$ cat src/rtl/ex_muldiv.sv
// ============================================================================
// Module  : ex_muldiv
// Purpose : Execute-stage iterative multiply/divide unit with HI/LO registers.
//           Optional FAST_MUL_EN: single-cycle MULT/MULTU, divide unchanged.
// Revision: 1.0
// ============================================================================
`default_nettype none

module ex_muldiv #(
  parameter int WIDTH = 32
) (
  input  logic             clk,
  input  logic             resetn,
  input  logic             valid_i,
  input  logic [4:0]       alucontrol,
  input  logic [WIDTH-1:0] srca,
  input  logic [WIDTH-1:0] srcb,
  input  logic             flush_i,
  output logic             stall_o,
  output logic [WIDTH-1:0] hi_o,
  output logic [WIDTH-1:0] lo_o,
  output logic             busy_o
);

  localparam logic [4:0] C_MULT_CONTROL  = 5'b10000;
  localparam logic [4:0] C_MULTU_CONTROL = 5'b10001;
  localparam logic [4:0] C_DIV_CONTROL   = 5'b10010;
  localparam logic [4:0] C_DIVU_CONTROL  = 5'b10011;
  localparam logic [4:0] C_MTHI_CONTROL  = 5'b10100;
  localparam logic [4:0] C_MTLO_CONTROL  = 5'b10101;
  localparam logic [5:0] C_LAST_ITER     = 6'd31;

  typedef enum logic [1:0] {
    S_IDLE = 2'd0,
    S_ITER = 2'd1,
    S_FIX  = 2'd2
  } state_t;

  state_t r_state, w_state_nxt;

  logic [5:0]         r_cnt;
  logic               r_div;
  logic               r_sgn;
  logic               r_sa;
  logic               r_sb;
  logic               r_dz;
  logic [WIDTH-1:0]   r_a;
  logic [WIDTH-1:0]   r_b;
  logic [2*WIDTH-1:0] r_acc;
  logic [WIDTH:0]     r_rem;
  logic [WIDTH-1:0]   r_hi;
  logic [WIDTH-1:0]   r_lo;

  logic               w_idle;
  logic               w_take;
  logic               w_is_mul;
  logic               w_is_div;
  logic               w_signed_op;
  logic               w_start;
  logic [WIDTH-1:0]   w_abs_a;
  logic [WIDTH-1:0]   w_abs_b;
  logic [WIDTH:0]     w_madd;
  logic [2*WIDTH-1:0] w_mul_nxt;
  logic [WIDTH:0]     w_trial;
  logic [WIDTH+1:0]   w_diff;
  logic               w_ge;
  logic [WIDTH:0]     w_rem_nxt;
  logic [WIDTH-1:0]   w_quo_nxt;
  logic [2*WIDTH-1:0] w_prod_fix;
  logic [WIDTH-1:0]   w_quo_fix;
  logic [WIDTH-1:0]   w_rem_fix;
  logic [WIDTH-1:0]   w_hi_nxt;
  logic [WIDTH-1:0]   w_lo_nxt;

  assign w_idle      = (r_state == S_IDLE);
  assign w_take      = valid_i & ~flush_i;
  assign w_is_mul    = w_take & ((alucontrol == C_MULT_CONTROL) | (alucontrol == C_MULTU_CONTROL));
  assign w_is_div    = w_take & ((alucontrol == C_DIV_CONTROL)  | (alucontrol == C_DIVU_CONTROL));
  assign w_signed_op = (alucontrol == C_MULT_CONTROL) | (alucontrol == C_DIV_CONTROL);

`ifdef FAST_MUL_EN
  logic [2*WIDTH-1:0] w_fast_a;
  logic [2*WIDTH-1:0] w_fast_b;
  logic [2*WIDTH-1:0] w_fast_prod;

  // Sign-extend to 64 bits; the truncated product is correct for both signednesses.
  assign w_fast_a    = {{WIDTH{w_signed_op & srca[WIDTH-1]}}, srca};
  assign w_fast_b    = {{WIDTH{w_signed_op & srcb[WIDTH-1]}}, srcb};
  assign w_fast_prod = w_fast_a * w_fast_b;
  assign w_start     = w_idle & w_is_div;
`else
  assign w_start     = w_idle & (w_is_mul | w_is_div);
`endif

  assign w_abs_a = (w_signed_op & srca[WIDTH-1]) ? (~srca + 1'b1) : srca;
  assign w_abs_b = (w_signed_op & srcb[WIDTH-1]) ? (~srcb + 1'b1) : srcb;

  // Multiply: accumulator upper half gathers partial sums, lower half shifts out the multiplier.
  assign w_madd    = {1'b0, r_acc[2*WIDTH-1:WIDTH]} + (r_acc[0] ? {1'b0, r_a} : {(WIDTH+1){1'b0}});
  assign w_mul_nxt = {w_madd, r_acc[WIDTH-1:1]};

  // Divide: dividend shifts out of r_acc[WIDTH-1:0] while quotient bits shift in.
  assign w_trial   = {r_rem[WIDTH-1:0], r_acc[WIDTH-1]};
  assign w_diff    = {1'b0, w_trial} - {2'b00, r_b};
  assign w_ge      = ~w_diff[WIDTH+1];
  assign w_rem_nxt = w_ge ? w_diff[WIDTH:0] : w_trial;
  assign w_quo_nxt = {r_acc[WIDTH-2:0], w_ge};

  assign w_prod_fix = (r_sgn & (r_sa ^ r_sb)) ? (~r_acc + 1'b1) : r_acc;
  assign w_quo_fix  = (r_sgn & ~r_dz & (r_sa ^ r_sb)) ? (~r_acc[WIDTH-1:0] + 1'b1) : r_acc[WIDTH-1:0];
  assign w_rem_fix  = (r_sgn & ~r_dz & r_sa) ? (~r_rem[WIDTH-1:0] + 1'b1) : r_rem[WIDTH-1:0];

  always_ff @(posedge clk or negedge resetn) begin
    if (!resetn) begin
      r_state <= S_IDLE;
    end else begin
      r_state <= w_state_nxt;
    end
  end

  always_comb begin
    w_state_nxt = r_state;
    stall_o     = w_start | (r_state == S_ITER);
    busy_o      = ~w_idle;
    if (flush_i) begin
      w_state_nxt = S_IDLE;
    end else begin
      case (r_state)
        S_IDLE:  if (w_start) w_state_nxt = S_ITER;
        S_ITER:  if (r_cnt == C_LAST_ITER) w_state_nxt = S_FIX;
        S_FIX:   w_state_nxt = S_IDLE;
        default: w_state_nxt = S_IDLE;
      endcase
    end
  end

  always_ff @(posedge clk or negedge resetn) begin
    if (!resetn) begin
      r_cnt <= '0;
      r_div <= 1'b0;
      r_sgn <= 1'b0;
      r_sa  <= 1'b0;
      r_sb  <= 1'b0;
      r_dz  <= 1'b0;
      r_a   <= '0;
      r_b   <= '0;
      r_acc <= '0;
      r_rem <= '0;
    end else if (w_start) begin
      r_cnt <= '0;
      r_div <= w_is_div;
      r_sgn <= w_signed_op;
      r_sa  <= w_signed_op & srca[WIDTH-1];
      r_sb  <= w_signed_op & srcb[WIDTH-1];
      r_dz  <= (srcb == '0);
      r_a   <= w_abs_a;
      r_b   <= w_abs_b;
      r_acc <= {{WIDTH{1'b0}}, (w_is_div ? w_abs_a : w_abs_b)};
      r_rem <= '0;
    end else if (r_state == S_ITER) begin
      r_cnt <= r_cnt + 6'd1;
      if (r_div) begin
        r_rem <= w_rem_nxt;
        r_acc <= {{WIDTH{1'b0}}, w_quo_nxt};
      end else begin
        r_acc <= w_mul_nxt;
      end
    end
  end

  always_comb begin
    w_hi_nxt = r_hi;
    w_lo_nxt = r_lo;
    if ((r_state == S_FIX) && !flush_i) begin
      w_hi_nxt = r_div ? w_rem_fix : w_prod_fix[2*WIDTH-1:WIDTH];
      w_lo_nxt = r_div ? w_quo_fix : w_prod_fix[WIDTH-1:0];
    end else if (w_idle && w_take) begin
      if (alucontrol == C_MTHI_CONTROL) w_hi_nxt = srca;
      if (alucontrol == C_MTLO_CONTROL) w_lo_nxt = srca;
`ifdef FAST_MUL_EN
      if (w_is_mul) begin
        w_hi_nxt = w_fast_prod[2*WIDTH-1:WIDTH];
        w_lo_nxt = w_fast_prod[WIDTH-1:0];
      end
`endif
    end
  end

  always_ff @(posedge clk or negedge resetn) begin
    if (!resetn) begin
      r_hi <= '0;
      r_lo <= '0;
    end else begin
      r_hi <= w_hi_nxt;
      r_lo <= w_lo_nxt;
    end
  end

  assign hi_o = r_hi;
  assign lo_o = r_lo;

endmodule

`default_nettype wire

$ cat config.mk
export PLATFORM = sky130hd
export DESIGN_NAME = ex_muldiv
export DESIGN_NICKNAME = d
export VERILOG_FILES = /design/src/rtl/ex_muldiv.sv
export SDC_FILE = /design/constraint.sdc
export NUM_CORES = 1
export LEC_CHECK = 0
export CORE_AREA = 2 2 252 179
export DETAILED_ROUTE_END_ITERATION = 8
export DIE_AREA = 0 0 254 181
export PLACE_DENSITY = 0.61
export REMOVE_ABC_BUFFERS = 1
export SETUP_SLACK_MARGIN = 0.4
export SLEW_MARGIN = 20
export SYNTH_ARGS = -nofsm -noshare
export SYNTH_HDL_FRONTEND = slang
export SYNTH_SLANG_ARGS = --single-unit
$ cat constraint.sdc
create_clock -name clk -period 4.4 [get_ports clk]
set_input_delay 0.44 -clock clk [delete_from_list [all_inputs] [get_ports clk]]
set_output_delay 0.44 -clock clk [all_outputs]
set_load 0.01 [all_outputs]
Word level (Yosys, flattened, before mapping)
Index checks and enable logic that the tools add are counted.
{ "word_totals": {"elab_cells": 99, "register_bits": 237, "output_inout_bits": 66, "latchBits": 0, "in_bits": 73, "mem_bits_ro": 0, "mem_count": 0, "mem_bits_rw": 0} }
{ "op_classes": {"n_reduce_logical": 14, "order_cmp": 0, "eq_ne": 11, "bitwise_logic": 25, "n_addsub": 8, "muxes": 28, "n_shift": 0, "div": 0, "n_mul": 0} }
{ "ops": {"columns": ["operator", "count"], "rows": [
  ["two-way mux 32 bit", 18],
  ["two-way mux 64 bit", 4],
  ["adder 32 x 1 -> 32 bit, second input constant", 4],
  ["inverter 32 bit", 4],
  ["adder 64 x 1 -> 64 bit, second input constant", 1],
  ["inverter 64 bit", 1],
  ["subtractor 33 x 32 -> 34 bit", 1],
  ["adder 32 x 32 -> 33 bit", 1],
  ["zero test 32 bit", 1],
  ["equality test 5 bit, second input constant", 6],
  ["two-way mux 6 bit", 2],
  ["AND 1 bit", 10],
  ["nonzero test 2 bit", 5],
  ["AND reduction 2 bit", 4],
  ["adder 6 x 1 -> 6 bit, second input constant", 1],
  ["equality test 6 x 5 -> 1 bit, second input constant", 1],
  ["two-way mux 2 bit", 3],
  ["!= test 3 x 2 -> 1 bit, second input constant", 2],
  ["OR 1 bit", 5],
  ["inverter 1 bit", 4],
  ["one-hot mux 2 bit (2 select lines)", 1],
  ["equality test 2 x 1 -> 1 bit, second input constant", 1],
  ["equality test 2 bit, second input constant", 1],
  ["logical AND 1 bit", 2],
  ["other kinds (3)", 3]
]} }

Longest topological paths before layout
{ "depth": {"ltp_word": 8, "ltp_mapped": 14, "ltp_nobuf": 13} }

Least setup slack after synthesis
OpenSTA, ideal clock, no wires.
{ "synth_path": {"path_kind": "reg2reg", "startpoint": "register r_acc[15]", "endpoint": "register r_hi[31] (netlist: hi_o[31])", "synth_period_minus_slack_ns": 3.403, "setup_ns": 0.129, "arrival_ns": 3.273, "path_stages_with_launch": 9, "n_path_buf": 0, "t_required_ns": 4.271, "path_slack_ns": 0.997, "cell_sequence": "dfrtp_1 or4_4 or3_4 or4_4 or3_4 or3_4 or3_4 a2111oi_4 nor3b_1"} }
{ "synth_between": {"elab_chain_cells": 5} }
{ "synth_lines": {"columns": ["element", "line", "rtl"], "rows": [
  ["from (decl)", "49", "logic [2*WIDTH-1:0] r_acc;"],
  ["from (signal assigned)", "158", "r_acc <= {{WIDTH{1'b0}}, (w_is_div ? w_abs_a : w_abs_b)};"],
  ["from (signal assigned)", "164", "r_acc <= {{WIDTH{1'b0}}, w_quo_nxt};"],
  ["from (signal assigned)", "166", "r_acc <= w_mul_nxt;"],
  ["inverter 64 bit", "109", "assign w_prod_fix = (r_sgn & (r_sa ^ r_sb)) ? (~r_acc + 1'b1) : r_acc;"],
  ["adder 64 x 1 -> 64 bit", "109", null],
  ["two-way mux 64 bit", "109", null],
  ["two-way mux 32 bit", "175", "w_hi_nxt = r_div ? w_rem_fix : w_prod_fix[2*WIDTH-1:WIDTH];"],
  ["two-way mux 32 bit", "174", "if ((r_state == S_FIX) && !flush_i) begin"],
  ["to (signal assigned)", "194", "r_hi <= w_hi_nxt;"],
  ["to (decl)", "51", "logic [WIDTH-1:0] r_hi;"]
]} }
No other way between the ends.
A chain may end at the register's enable or synchronous reset.

Worst setup path after layout
{ "layout_path": {"startpoint": "register r_acc[31]", "endpoint": "register r_rem[30]"} }
{ "layout_between": {"elab_chain_cells": 5} }
{ "layout_lines": {"columns": ["element", "line", "rtl"], "rows": [
  ["subtractor 33 x 32 -> 34 bit", "104", "assign w_diff = {1'b0, w_trial} - {2'b00, r_b};"],
  ["two-way mux 32 bit", "106", "assign w_rem_nxt = w_ge ? w_diff[WIDTH:0] : w_trial;"],
  ["two-way mux 32 bit", "162", "if (r_div) begin"],
  ["two-way mux 32 bit", "160", "end else if (r_state == S_ITER) begin"],
  ["two-way mux 32 bit", "149", "end else if (w_start) begin"],
  ["to (signal assigned)", "163", "r_rem <= w_rem_nxt;"],
  ["to (decl)", "50", "logic [WIDTH:0] r_rem;"]
]} }
No other way between the ends. The select of a mux whose other input is x is not followed.

==> flow_metrics.tcl <==
set metrics [dict create \
    p_leak_uw 0.00865 \
    place.port_buffers 138 \
    worstPathRequired_ns 4.87 \
    worstMarginPinSlew_ns 1.03 \
    crit_path_end_kind "flop" \
    ys_types 70 \
    worstSkewPairLatency_ns 0.56 \
    muxShareOfSynthArea_pct 7.32 \
    gr-usage-met3_pct 5.19 \
    fillers 4332 \
    wl_per_cell_um 21.7 \
    synth-simple-area-share_pct 17.0 \
    synthToLayoutAreaGrowth_pct 17.6 \
    cts_inserted_buffers 28 \
    seq_area_um2 5930 \
    syn-cell-area_um2 17300 \
    synthTopCellsByArea "dfrtp_1 34%, o21ai_0 7.2%, mux2i_1 6.5%" \
    grt_overflow 0 \
    first_global_vias 15500 \
    coreArea_um2 43400 \
    yosys.area.top_type "dfrtp_1" \
    peakVddDrop_mv 0.328 \
    die_h_um 181 \
    drt_iter0_markers 1709 \
    gp_congestion 0.951 \
    p_per_area_nw_per_um2 499 \
    r2r_cells 12 \
    synth_compound_area_share_pct 22.3 \
    cp-start-kind "flop" \
    yosysWarnings 0 \
    ant_nets 0 \
    hold_violations 0 \
    rsz0062_at_grt "no" \
    cts_root_buffer "clkbuf_16" \
    post-route-util_pct 46.8 \
    avgSynthCellArea_um2 8.41 \
    synth.top_cell.area_share_pct 34.3 \
    grt_max_degree 94 \
    synthAdderAreaFrac_pct 5.23 \
    multi_input_area_um2 10700 \
    track_usage_pct 26.0 \
    fmax_ghz 0.273 \
    slew_viol_final 0 \
    maxCapViolations 0 \
    fp-row-count 64 \
    grt_antenna_before_repair 0 \
    critPathMaxFanout 6 \
    skew_ns 0.0129 \
    layout-drive-gt1-share_pct 5.95 \
    vias 16200 \
    stdcell_area_um2 20300 \
    use_met2_pct 36.8 \
    maxSlewHeadroom_pct 30.9 \
    period_share_pct 83.2 \
    finalPower_uw 10100 \
    synth_edf_count 0 \
    ioPinCount 139 \
    seq_area_frac_synth_pct 34.3 \
    drc 0 \
    totalWireLength_mm 60.1 \
    clk_path_buf_depth 3 \
    async_reset_ff_share_pct 100 \
    antenna_cells 0 \
    synth_top_family_by_area "compound AO/OA/AOI/OAI gates" \
    cts_setup_buffers 0 \
    cts.sinks 237 \
    place_hpwl_mm 45.1 \
    placed_area_um2 19400 \
    grt_pass1_wl_mm 92.5 \
    ys_ff_latch 237 \
    finalSetupViolCount 0 \
    grt.busiest_layer "met1" \
    cts_tree "done" \
    start_util_pct 39.8 \
    cp_data_arrival_time_ns 4.13 \
    dieArea_um2 46000 \
    dp_slack_ns 0.800 \
    die_x_um 254 \
    first_pass_iters 5 \
    cts.clk_slew.worst_paths_ns 0.06 \
    worstSetupPathType "flop to flop" \
    use_met1_pct 39.1 \
    fin_ws_ns 0.738 \
    via_per_inst 5.86 \
    ys.flop_type "dfrtp_1" \
    htreeDepth 1 \
    num-nets-final 2296 \
    finalCriticalPeriod_ns 3.66 \
    min_path_type "input port to asynchronous set/reset pin" \
    synthXorXnorAreaFrac_pct 9.93 \
    synth_cells 2055 \
    status "finished clean" \
]
layout make-up:
cell class              instances  area share (%)
clock buffers                  37            4.06
well taps                     594            3.66
flip-flops and latches        237            29.2
inverters                      63            1.16
clock inverters                10           0.517
repair buffers                181            8.67
multi-input cells            1641            52.8
critical path, cell delays in order (launching register included):
cell      delay, ns
dfrtp_1        0.53
inv_1          0.20
ha_1           0.25
fa_1           0.41
nor2b_1        0.17
o31ai_1        0.14
a211oi_1       0.52
o21ai_0        0.32
a31oi_1        0.39
a221o_1        0.22
a21oi_1        0.07
xor2_1         0.14
o211ai_1       0.20
worst paths after layout:
path / start / end / slack, ns
min in group clk: r_a[20] / r_a[20] / 0.48
worst min register to register: r_a[20] / r_a[20] / 0.48
max in group asynchronous: resetn / r_rem[4] / 2.86
worst max register to register: r_acc[31] / r_rem[30] / 0.74
worst min-delay path: resetn / r_rem[26] / 0.46
worst max-delay path: r_acc[31] / r_rem[30] / 0.74
kinds of logic (layout without fill, tap and decap cells):
family | count (synthesis) | count (layout)
buffers and inverters | 177 | 291
XOR/XNOR | 196 | 196
AND/OR/NAND/NOR | 613 | 613
adder cells (fa/ha/maj) | 71 | 71
flip-flops | 237 | 237
AO/OA/AOI/OAI | 636 | 636
multiplexers | 125 | 125
registers in the layout (all words and copies together) (netlist names), 2 cells and up:
signal,cells
r_acc,64
r_b,32
r_cnt,6
r_state,2
r_a,32
lo_o,32
r_rem,32
hi_o,32
timing repair:
item                                    CTS  global route
hold endpoints to repair                 89             0
hold buffers                              1             0
resized for setup                         0             1
endpoints found under the setup margin    0             1
power by group:
group | internal (uW) | switching, uW | leakage (uW)
sequential | 2690 | 715 | 0.00302
clock | 1420 | 996 | 0.000461
combinational | 1930 | 2390 | 0.00517
total | 6040 | 4100 | 0.00865
cells in the mapped netlist, types with 17 or more instances:
cell type	instances
o22a_1	21
nor2_1	114
nand3_1	40
mux2i_1	113
xnor2_1	105
o31ai_1	29
o211ai_1	18
ha_1	69
or3_1	26
a21o_1	25
nor4_1	17
nand2b_1	21
o21ai_0	247
clkbuf_1	97
nor3_1	36
xor2_1	91
and2_1	42
dfrtp_1	237
inv_1	63
a21oi_1	152
o22ai_1	34
nand2_1	237
layer usage:
| metal | routed length, um | vias up |
|---|---|---|
| li1 | - | 7559 |
| met3 | 5040 | 104 |
| met2 | 24500 | 719 |
| met5 | 0 | - |
| met1 | 28400 | 7796 |
| met4 | 2150 | 0 |
layout by cell type, fill, tap and decap left out, drive strengths merged, types with 42 or more instances in the layout:
cell	n
a21oi	152
and2	42
buf	43
clkdlybuf4s50	137
dfrtp	237
ha	69
inv	63
mux2i	113
nand2	237
nor2	114
o21ai	247
xnor2	105
xor2	91
metrics by stage:
stage | TNS (ns) | hold WS, ns | instances
after floorplan | -149.85 | 0.144 | 1941
after detailed placement | 0 | 0.465 | 2715
final | 0 | 0.456 | 2763
after global placement | 0 | 0.459 | 2715
after CTS | 0 | 0.478 | 2763
after global routing | 0 | 0.496 | 2763
No activity file was read; power rests on OpenSTA's default activity.
